<file path="src/rtl/pe_pkg.sv">
// Shared definitions for the systolic processing element.
//   DEF_DATA_WIDTH / DEF_ACC_WIDTH : default operand and accumulator widths
//   bound_t                        : wide signed container for saturation bounds
//   acc_max(width) / acc_min(width): largest / smallest signed value of a
//                                    width-bit accumulator, sign-extended
//                                    into bound_t. Callers keep the low
//                                    'width' bits.
package pe_pkg;

    localparam int DEF_DATA_WIDTH = 32;
    localparam int DEF_ACC_WIDTH  = 64;
    localparam int BOUND_W        = 256;

    typedef logic signed [BOUND_W-1:0] bound_t;

    function automatic bound_t acc_max(input int width);
        bound_t r;
        r = '0;
        r[width-1] = 1'b1;
        return r - bound_t'(1);
    endfunction

    // The most negative value is the bitwise complement of the most positive one.
    function automatic bound_t acc_min(input int width);
        return ~acc_max(width);
    endfunction

endpackage

</file>
<file path="src/rtl/pe_sat_adder.sv">
// Combinational signed accumulator adder with overflow detection.
//   acc    : current accumulator value (signed, ACC_WIDTH)
//   p      : sign-extended product to add (signed, ACC_WIDTH)
//   sat_en : 1 = clamp to the signed range on overflow, 0 = wrap
//   result : acc + p, clamped when sat_en is set and the add overflowed
//   ovf    : the add overflowed the signed ACC_WIDTH range
module pe_sat_adder
    import pe_pkg::*;
#(
    parameter int ACC_WIDTH = DEF_ACC_WIDTH
) (
    input  logic signed [ACC_WIDTH-1:0] acc,
    input  logic signed [ACC_WIDTH-1:0] p,
    input  logic                        sat_en,
    output logic signed [ACC_WIDTH-1:0] result,
    output logic                        ovf
);

    localparam bound_t MAX_FULL = acc_max(ACC_WIDTH);
    localparam bound_t MIN_FULL = acc_min(ACC_WIDTH);
    localparam logic signed [ACC_WIDTH-1:0] MAX_VAL = MAX_FULL[ACC_WIDTH-1:0];
    localparam logic signed [ACC_WIDTH-1:0] MIN_VAL = MIN_FULL[ACC_WIDTH-1:0];

    logic signed [ACC_WIDTH-1:0] sum;

    always_comb begin
        sum = acc + p;
        // Overflow only when both addends share a sign and the sum does not.
        ovf = (acc[ACC_WIDTH-1] == p[ACC_WIDTH-1]) &&
              (sum[ACC_WIDTH-1] != acc[ACC_WIDTH-1]);
        result = sum;
        if (ovf && sat_en) begin
            result = p[ACC_WIDTH-1] ? MIN_VAL : MAX_VAL;
        end
    end

endmodule

</file>
<file path="src/rtl/pe_mac_pipe.sv">
// Systolic processing element: forwards operands east/south with one cycle
// of latency and accumulates a framed signed dot product over a two-stage
// multiply/accumulate pipeline.
//   clk_i, rst_i                 : clock, asynchronous active-high reset
//   valid_i, first_i, last_i     : operand-pair valid and frame markers
//   a_i, b_i                     : signed operands
//   a_o, b_o                     : registered operands (load on valid_i)
//   valid_o, first_o, last_o     : registered valid and qualified markers
//   res_o, overflow_o            : last completed dot product and its
//                                  sticky overflow flag (held between strobes)
//   res_valid_o                  : one-cycle strobe when res_o is updated
module pe_mac_pipe
    import pe_pkg::*;
#(
    parameter int DATA_WIDTH = DEF_DATA_WIDTH,
    parameter int ACC_WIDTH  = DEF_ACC_WIDTH,
    parameter int SAT_EN     = 0
) (
    input  logic                         clk_i,
    input  logic                         rst_i,
    input  logic                         valid_i,
    input  logic                         first_i,
    input  logic                         last_i,
    input  logic signed [DATA_WIDTH-1:0] a_i,
    input  logic signed [DATA_WIDTH-1:0] b_i,
    output logic signed [DATA_WIDTH-1:0] a_o,
    output logic signed [DATA_WIDTH-1:0] b_o,
    output logic                         valid_o,
    output logic                         first_o,
    output logic                         last_o,
    output logic signed [ACC_WIDTH-1:0]  res_o,
    output logic                         res_valid_o,
    output logic                         overflow_o
);

    localparam int   PROD_W = 2 * DATA_WIDTH;
    localparam logic SAT_ON = (SAT_EN != 0);

    if (ACC_WIDTH < PROD_W) begin : g_bad_width
        $error("pe_mac_pipe: ACC_WIDTH must be at least 2*DATA_WIDTH");
    end

    // Forwarding registers. valid_q/first_q/last_q double as the stage-1
    // framing (v1/f1/l1), since they carry exactly the same information.
    logic signed [DATA_WIDTH-1:0] a_q, a_d;
    logic signed [DATA_WIDTH-1:0] b_q, b_d;
    logic                         valid_q, valid_d;
    logic                         first_q, first_d;
    logic                         last_q, last_d;

    // Stage 1: registered product, sign-extended to the accumulator width.
    logic signed [ACC_WIDTH-1:0]  p1_q, p1_d;

    // Stage 2: running accumulator and the published result.
    logic signed [ACC_WIDTH-1:0]  acc_q, acc_d;
    logic                         ovf_q, ovf_d;
    logic signed [ACC_WIDTH-1:0]  res_q, res_d;
    logic                         res_ovf_q, res_ovf_d;
    logic                         res_valid_q, res_valid_d;

    logic signed [PROD_W-1:0]     prod;
    logic signed [ACC_WIDTH-1:0]  add_res;
    logic                         add_ovf;
    logic signed [ACC_WIDTH-1:0]  acc_new;
    logic                         ovf_new;

    pe_sat_adder #(
        .ACC_WIDTH (ACC_WIDTH)
    ) u_adder (
        .acc    (acc_q),
        .p      (p1_q),
        .sat_en (SAT_ON),
        .result (add_res),
        .ovf    (add_ovf)
    );

    always_comb begin
        // Forwarding / stage 1
        a_d     = a_q;
        b_d     = b_q;
        p1_d    = p1_q;
        valid_d = valid_i;
        first_d = first_i & valid_i;
        last_d  = last_i & valid_i;
        prod    = $signed(PROD_W'(a_i)) * $signed(PROD_W'(b_i));
        if (valid_i) begin
            a_d  = a_i;
            b_d  = b_i;
            p1_d = $signed(ACC_WIDTH'(prod));
        end

        // Stage 2: a first element restarts the accumulator and clears the
        // sticky flag; any other element adds onto whatever acc holds.
        acc_new = first_q ? p1_q : add_res;
        ovf_new = first_q ? 1'b0 : (ovf_q | add_ovf);

        acc_d       = acc_q;
        ovf_d       = ovf_q;
        res_d       = res_q;
        res_ovf_d   = res_ovf_q;
        res_valid_d = 1'b0;
        if (valid_q) begin
            acc_d = acc_new;
            ovf_d = ovf_new;
            if (last_q) begin
                res_d       = acc_new;
                res_ovf_d   = ovf_new;
                res_valid_d = 1'b1;
            end
        end
    end

    always_ff @(posedge clk_i or posedge rst_i) begin
        if (rst_i) begin
            a_q         <= '0;
            b_q         <= '0;
            valid_q     <= 1'b0;
            first_q     <= 1'b0;
            last_q      <= 1'b0;
            p1_q        <= '0;
            acc_q       <= '0;
            ovf_q       <= 1'b0;
            res_q       <= '0;
            res_ovf_q   <= 1'b0;
            res_valid_q <= 1'b0;
        end else begin
            a_q         <= a_d;
            b_q         <= b_d;
            valid_q     <= valid_d;
            first_q     <= first_d;
            last_q      <= last_d;
            p1_q        <= p1_d;
            acc_q       <= acc_d;
            ovf_q       <= ovf_d;
            res_q       <= res_d;
            res_ovf_q   <= res_ovf_d;
            res_valid_q <= res_valid_d;
        end
    end

    assign a_o         = a_q;
    assign b_o         = b_q;
    assign valid_o     = valid_q;
    assign first_o     = first_q;
    assign last_o      = last_q;
    assign res_o       = res_q;
    assign res_valid_o = res_valid_q;
    assign overflow_o  = res_ovf_q;

endmodule

</file>
<file path="config.mk">
export PLATFORM = sky130hd
export DESIGN_NAME = pe_mac_pipe
export DESIGN_NICKNAME = d
export VERILOG_FILES = /design/src/rtl/pe_pkg.sv /design/src/rtl/pe_sat_adder.sv /design/src/rtl/pe_mac_pipe.sv
export SDC_FILE = /design/constraint.sdc
export NUM_CORES = 2
export LEC_CHECK = 0
export BUFFER_PORTS_ARGS = -buffer_cell sky130_fd_sc_hd__buf_4
export CORE_MARGIN = 4
export CORE_UTILIZATION = 25
export CTS_CLUSTER_SIZE = 40
export DETAILED_ROUTE_END_ITERATION = 10
export GPL_TIMING_DRIVEN = 0
export RECOVER_POWER = 100
export SYNTH_ARGS = -nofsm -noshare
export SYNTH_HDL_FRONTEND = slang
export SYNTH_SLANG_ARGS = --single-unit
export TNS_END_PERCENT = 100
</file>
<file path="constraint.sdc">
create_clock -name clk_i -period 12.1 [get_ports clk_i]
set_input_delay 1.815 -clock clk_i [delete_from_list [all_inputs] [get_ports clk_i]]
set_output_delay 1.815 -clock clk_i [all_outputs]
set_load 0.005 [all_outputs]
</file>
Word level (Yosys, flattened, before mapping)
Index checks and enable logic that the tools add are counted.

word-level totals
  input port bits = 69
  word-level logic and storage cells = 24
  ROM bits = 0
  latch bits = 0
  output and inout bits = 133
  bits in writable memories = 0
  flip-flop bits (word level) = 262
  memories = 0

operators by class
  $add $sub $neg = 1
  bitwise gates (word level) = 3
  shift operators = 0
  multiplexer cells = 4
  multipliers = 1
  eq/ne operators = 2
  divide/modulo/power cells = 0
  order comparisons = 0
  reduce and logical (&&, ||, !) cells = 2

operators with widths
  kind                                            count
  64-bit adder                                    1
  32-bit by 32-bit multiplier with 64-bit output  1
  64-bit 2-to-1 mux                               1
  1-bit 2-to-1 mux                                3
  1-bit bitwise AND                               2
  2-bit AND reduction                             1
  1-bit == test                                   1
  1-bit logical AND                               1
  1-bit inequality test                           1
  1-bit bitwise OR                                1

Longest topological paths before layout
  depth in word-level cells = 5
  gate-level depth with buffers = 30
  mapped depth without buffers = 28

Cells and area by module
A second synthesis with hierarchy kept.

second synthesis, totals
  cells, all modules = 5288
  area, all modules = 50717.4 um^2

modules (own cells, without submodules)
  module        area an instance (um^2)  instances  seq. area each (um^2)  cells an instance
  pe_mac_pipe   46064.2                  1          6556.3                 4637
  pe_sat_adder  4653.2                   1          0.0                    651

Worst setup path after synthesis
Ideal clock, no wire load.

  path kind = in2reg
  from = input port b_i[2]
  to = register p1_q[63]
  setup time = 0.125 ns
  stages = 27
  path buffers = 2
  required time = 11.975 ns
  path slack = 2.708 ns
  data arrival time = 9.267 ns
  path through = clkbuf_1 nand2_1 inv_1 fa_1 inv_1 fa_1 inv_1 fa_1 fa_1 inv_1 fa_1 inv_1 fa_1 fa_1 fa_1 ha_1 buf_2 a21o_1 a21o_1 a2111oi_0 o41ai_1 a31oi_1 o21ai_0 a21oi_1 o21ai_0 xnor2_1 mux2_2

between the ends
  cells in the longest elaborated chain, start to end = 1

ends and longest elaborated chain
  element                                         line                RTL
  from (decl)                                     pe_mac_pipe.sv:25   input logic signed [DATA_WIDTH-1:0] b_i,
  32-bit by 32-bit multiplier with 64-bit output  pe_mac_pipe.sv:85   prod = $signed(PROD_W'(a_i)) * $signed(PROD_W'(b_i));
  to (signal assigned)                            pe_mac_pipe.sv:132  p1_q <= p1_d;
  to (decl)                                       pe_mac_pipe.sv:52   logic signed [ACC_WIDTH-1:0] p1_q, p1_d;

Every way passes these cells.
A chain may end at the register's enable or synchronous reset.

Worst setup path after layout
  from = input port b_i[10]
  to = register p1_q[57]

Same word-level chain as after synthesis.

==> impl_metrics.py <==
metrics = {
    "layout": {
        "final_util": 0.2812,
        "final_nets": 6996,
        "layout-drive-gt1-share": 0.06204,
        "area.growth.synth_to_final_pct": 11.62,
    },
    "worst_setup_path": {
        "critPathArrivalTime_ns": 11.90,
        "start_kind": "input pin",
        "crit_top_cell": "fa_1",
        "cp_slowest_stage_delay_ns": 1.00,
        "worstSetupPathType": "in -> reg",
        "required_ns": 12.61,
        "reg2reg_slack_ns": 7.64,
        "cp_slowest_cell": "clkbuf_1",
        "reg2regPathDepth": 12,
        "crit_fanout": 10,
        "endpoint_kind": "flip-flop",
    },
    "sta": {
        "hold_viol_final": 0,
        "setup_viol": 0,
        "skew_ns": 0.03792,
        "worstMarginPinSlew_ns": 6.110,
        "rsz0062_at_grt": "no",
        "drv_slew": 193,
        "fmax_ghz": 0.08774,
        "fin_setup_tns_ns": 0,
        "slew_headroom": -3.073,
        "fin_crit_sh": 0.9419,
        "period_needed_ns": 11.40,
    },
    "flow_run": {
        "cap_violations": 5,
    },
    "yosys": {
        "synthTopCellsByArea": "fa_1 (43%), dfrtp_1 (13%), inv_1 (7.6%)",
        "yosysWarnings": 0,
        "synth_top_area_frac": 0.4296,
        "synthesis.area_um2": 50460,
        "ys.flop_type": "dfrtp_1",
        "yosysTopAreaCell": "fa_1",
        "ys_seq_area_frac": 0.1299,
        "synth_edf_count": 0,
        "syn-instance-count": 5354,
        "avgSynthCellArea_um2": 9.425,
        "synth-seq-cells": 262,
        "synthesis.nets": 6753,
        "yosysUniqueCellTypes": 91,
        "synthArstFlopShare": 1.000,
    },
    "drt": {
        "vias": 39888,
        "antenna_left": 0,
        "via_per_inst": 4.804,
        "wl_mm": 202.5,
        "wire_per_inst_um": 24.38,
        "drtIter0Drc": 3304,
        "first_pass_iters": 7,
        "post-route-drc-count": 0,
    },
    "global_route": {
        "grt_max_degree": 110,
        "overflow": 0,
        "antenna_found_initial": 35,
        "grt.busiest_layer": "met2",
        "grt_pass1_wl_mm": 297.5,
        "use_met3": 0.03714,
        "grtUsageMet2": 0.3043,
        "use_met1": 0.2419,
        "grt_usage": 0.1948,
        "grt_pass1_vias": 43008,
    },
    "die": {
        "die_w_um": 457.3,
        "initial_core_util": 0.2520,
        "core-area_um2": 200300,
        "die-area_um2": 209100,
        "die_h_um": 457.3,
        "pin_count": 202,
        "rows": 164,
    },
    "min_path": {
        "min_path_cells": 2,
        "hp-class": "reg -> reg",
    },
    "clock_tree": {
        "cts_hold_buf": 0,
        "ctsResizeCount": 0,
        "cts_made_buffers": 37,
        "worstSkewPairLatency_ns": 0.63,
        "cts_setup_buffers": 0,
        "clockBufferDepth": 3,
        "clk_pin_slew_ns": 0.06,
        "htreeDepth": 2,
        "cts-root-buf": "clkbuf_16",
        "cts_tree": "done",
        "cts.sinks": 262,
    },
    "status": {
        "status": "complete, but fails checks",
        "violations": "capacitance limit, slew limit",
    },
    "placed_design": {
        "gp_congestion": 0.9993,
        "dp_hpwl_mm": 166.3,
        "io_buffers": 201,
    },
}
## cell families (layout without fill, tap and decap cells)
family,after synthesis,in the layout,synth area share
AO/OA/AOI/OAI,619,619,0.07768
buffers and inverters,1323,1594,0.09920
flip-flops,262,262,0.1299
other,0,22,0
AND/OR/NAND/NOR,1569,1569,0.1525
XOR/XNOR,114,114,0.01979
multiplexers,137,137,0.03000
adder cells (fa/ha/maj),1330,1330,0.4909
## routing by layer
layer / share of wire / vias to the layer above
met5: 0.00011 / -
met2: 0.45 / 1925
li1: - / 16856
met4: 0.084 / 4
met3: 0.079 / 548
met1: 0.39 / 20555
## critical path: cells and delay by family
family / cells / cell delay [ns]
muxes: 1 / 0.27
xor gates and xnor gates: 1 / 0.13
buffers and inverters: 10 / 2.51
adders and majority gates: 9 / 4.27
and+or+nand+nor: 3 / 0.90
AOI/OAI and AO/OA: 5 / 1.95
## cell type report
type                            instances  area, µm²
Inverter                             1024       3845
Multi-Input combinational cell       3769      38820
Timing Repair Buffer                  204       1289
Clock buffer                           50       1055
Tap cell                             2656       3323
Clock inverter                         17      225.2
Sequential cell                       262       6556
Antenna cell                           22      55.05
Fill cell                           21429     143900
Buffer                                299       1161
## state kept, by name, indices dropped and copies added (netlist names), 32 cells and up
register  cells
acc_q        64
p1_q         64
res_o        64
a_o          32
b_o          32
## metrics by stage
step	area [µm²]	setup WS, ns	hold slack (ns)	cells
final	56330	0.7031	0.4751	8303
after global routing	56280	0.3523	0.4980	8283
after CTS	56660	1.008	0.4877	8281
after detailed placement	55380	0.3637	0.4739	8214
after global placement	55300	-0.5394	0.4699	8211
after floorplan	50460	2.708	0.4730	5354
## cell usage after synthesis (all sizes together) (14+ instances only)
cell type,n
xor2,40
nor2b,20
mux2,111
o21ai,167
xnor2,74
clkbuf,276
o211ai,14
a21o,81
nand2b,18
mux2i,26
and3,26
inv,1023
nand2,685
ha,247
o21bai,23
a21oi,205
a31oi,26
and2,514
nor3,27
dfrtp,262
fa,1083
nor2,156
buf,23
nand4,36
nand3,46
## worst paths after layout
check / startpoint / to
worst max-delay path: b_i[10] / p1_q[57]$_DFFE_PP0P_
worst min-delay path: res_o[12]$_DFFE_PP0P_ / res_o[12]$_DFFE_PP0P_
worst max register to register: p1_q[22]$_DFFE_PP0P_ / acc_q[49]$_DFFE_PP0P_
worst min register to register: res_o[12]$_DFFE_PP0P_ / res_o[12]$_DFFE_PP0P_
max in group asynchronous: rst_i / res_o[34]$_DFFE_PP0P_
min in group asynchronous: rst_i / a_o[12]$_DFFE_PP0P_
## cells in the final DEF, fill, tap and decap left out, drive strengths merged, types with 20 or more instances in the layout
| master | count |
|---|---|
| fa | 1083 |
| inv | 1028 |
| nand2 | 685 |
| and2 | 514 |
| clkbuf | 468 |
| dfrtp | 262 |
| ha | 247 |
| a21oi | 205 |
| o21ai | 167 |
| nor2 | 156 |
| mux2 | 111 |
| buf | 85 |
| a21o | 81 |
| xnor2 | 74 |
| nand3 | 46 |
| xor2 | 40 |
| nand4 | 36 |
| nor3 | 27 |
| a31oi | 26 |
| and3 | 26 |
| mux2i | 26 |
| o21bai | 23 |
| diode | 22 |
| nor2b | 20 |
Power is left out: the tool's default activity adds up to more than one toggle a clock period on the data nets, which glitch-free logic cannot reach.
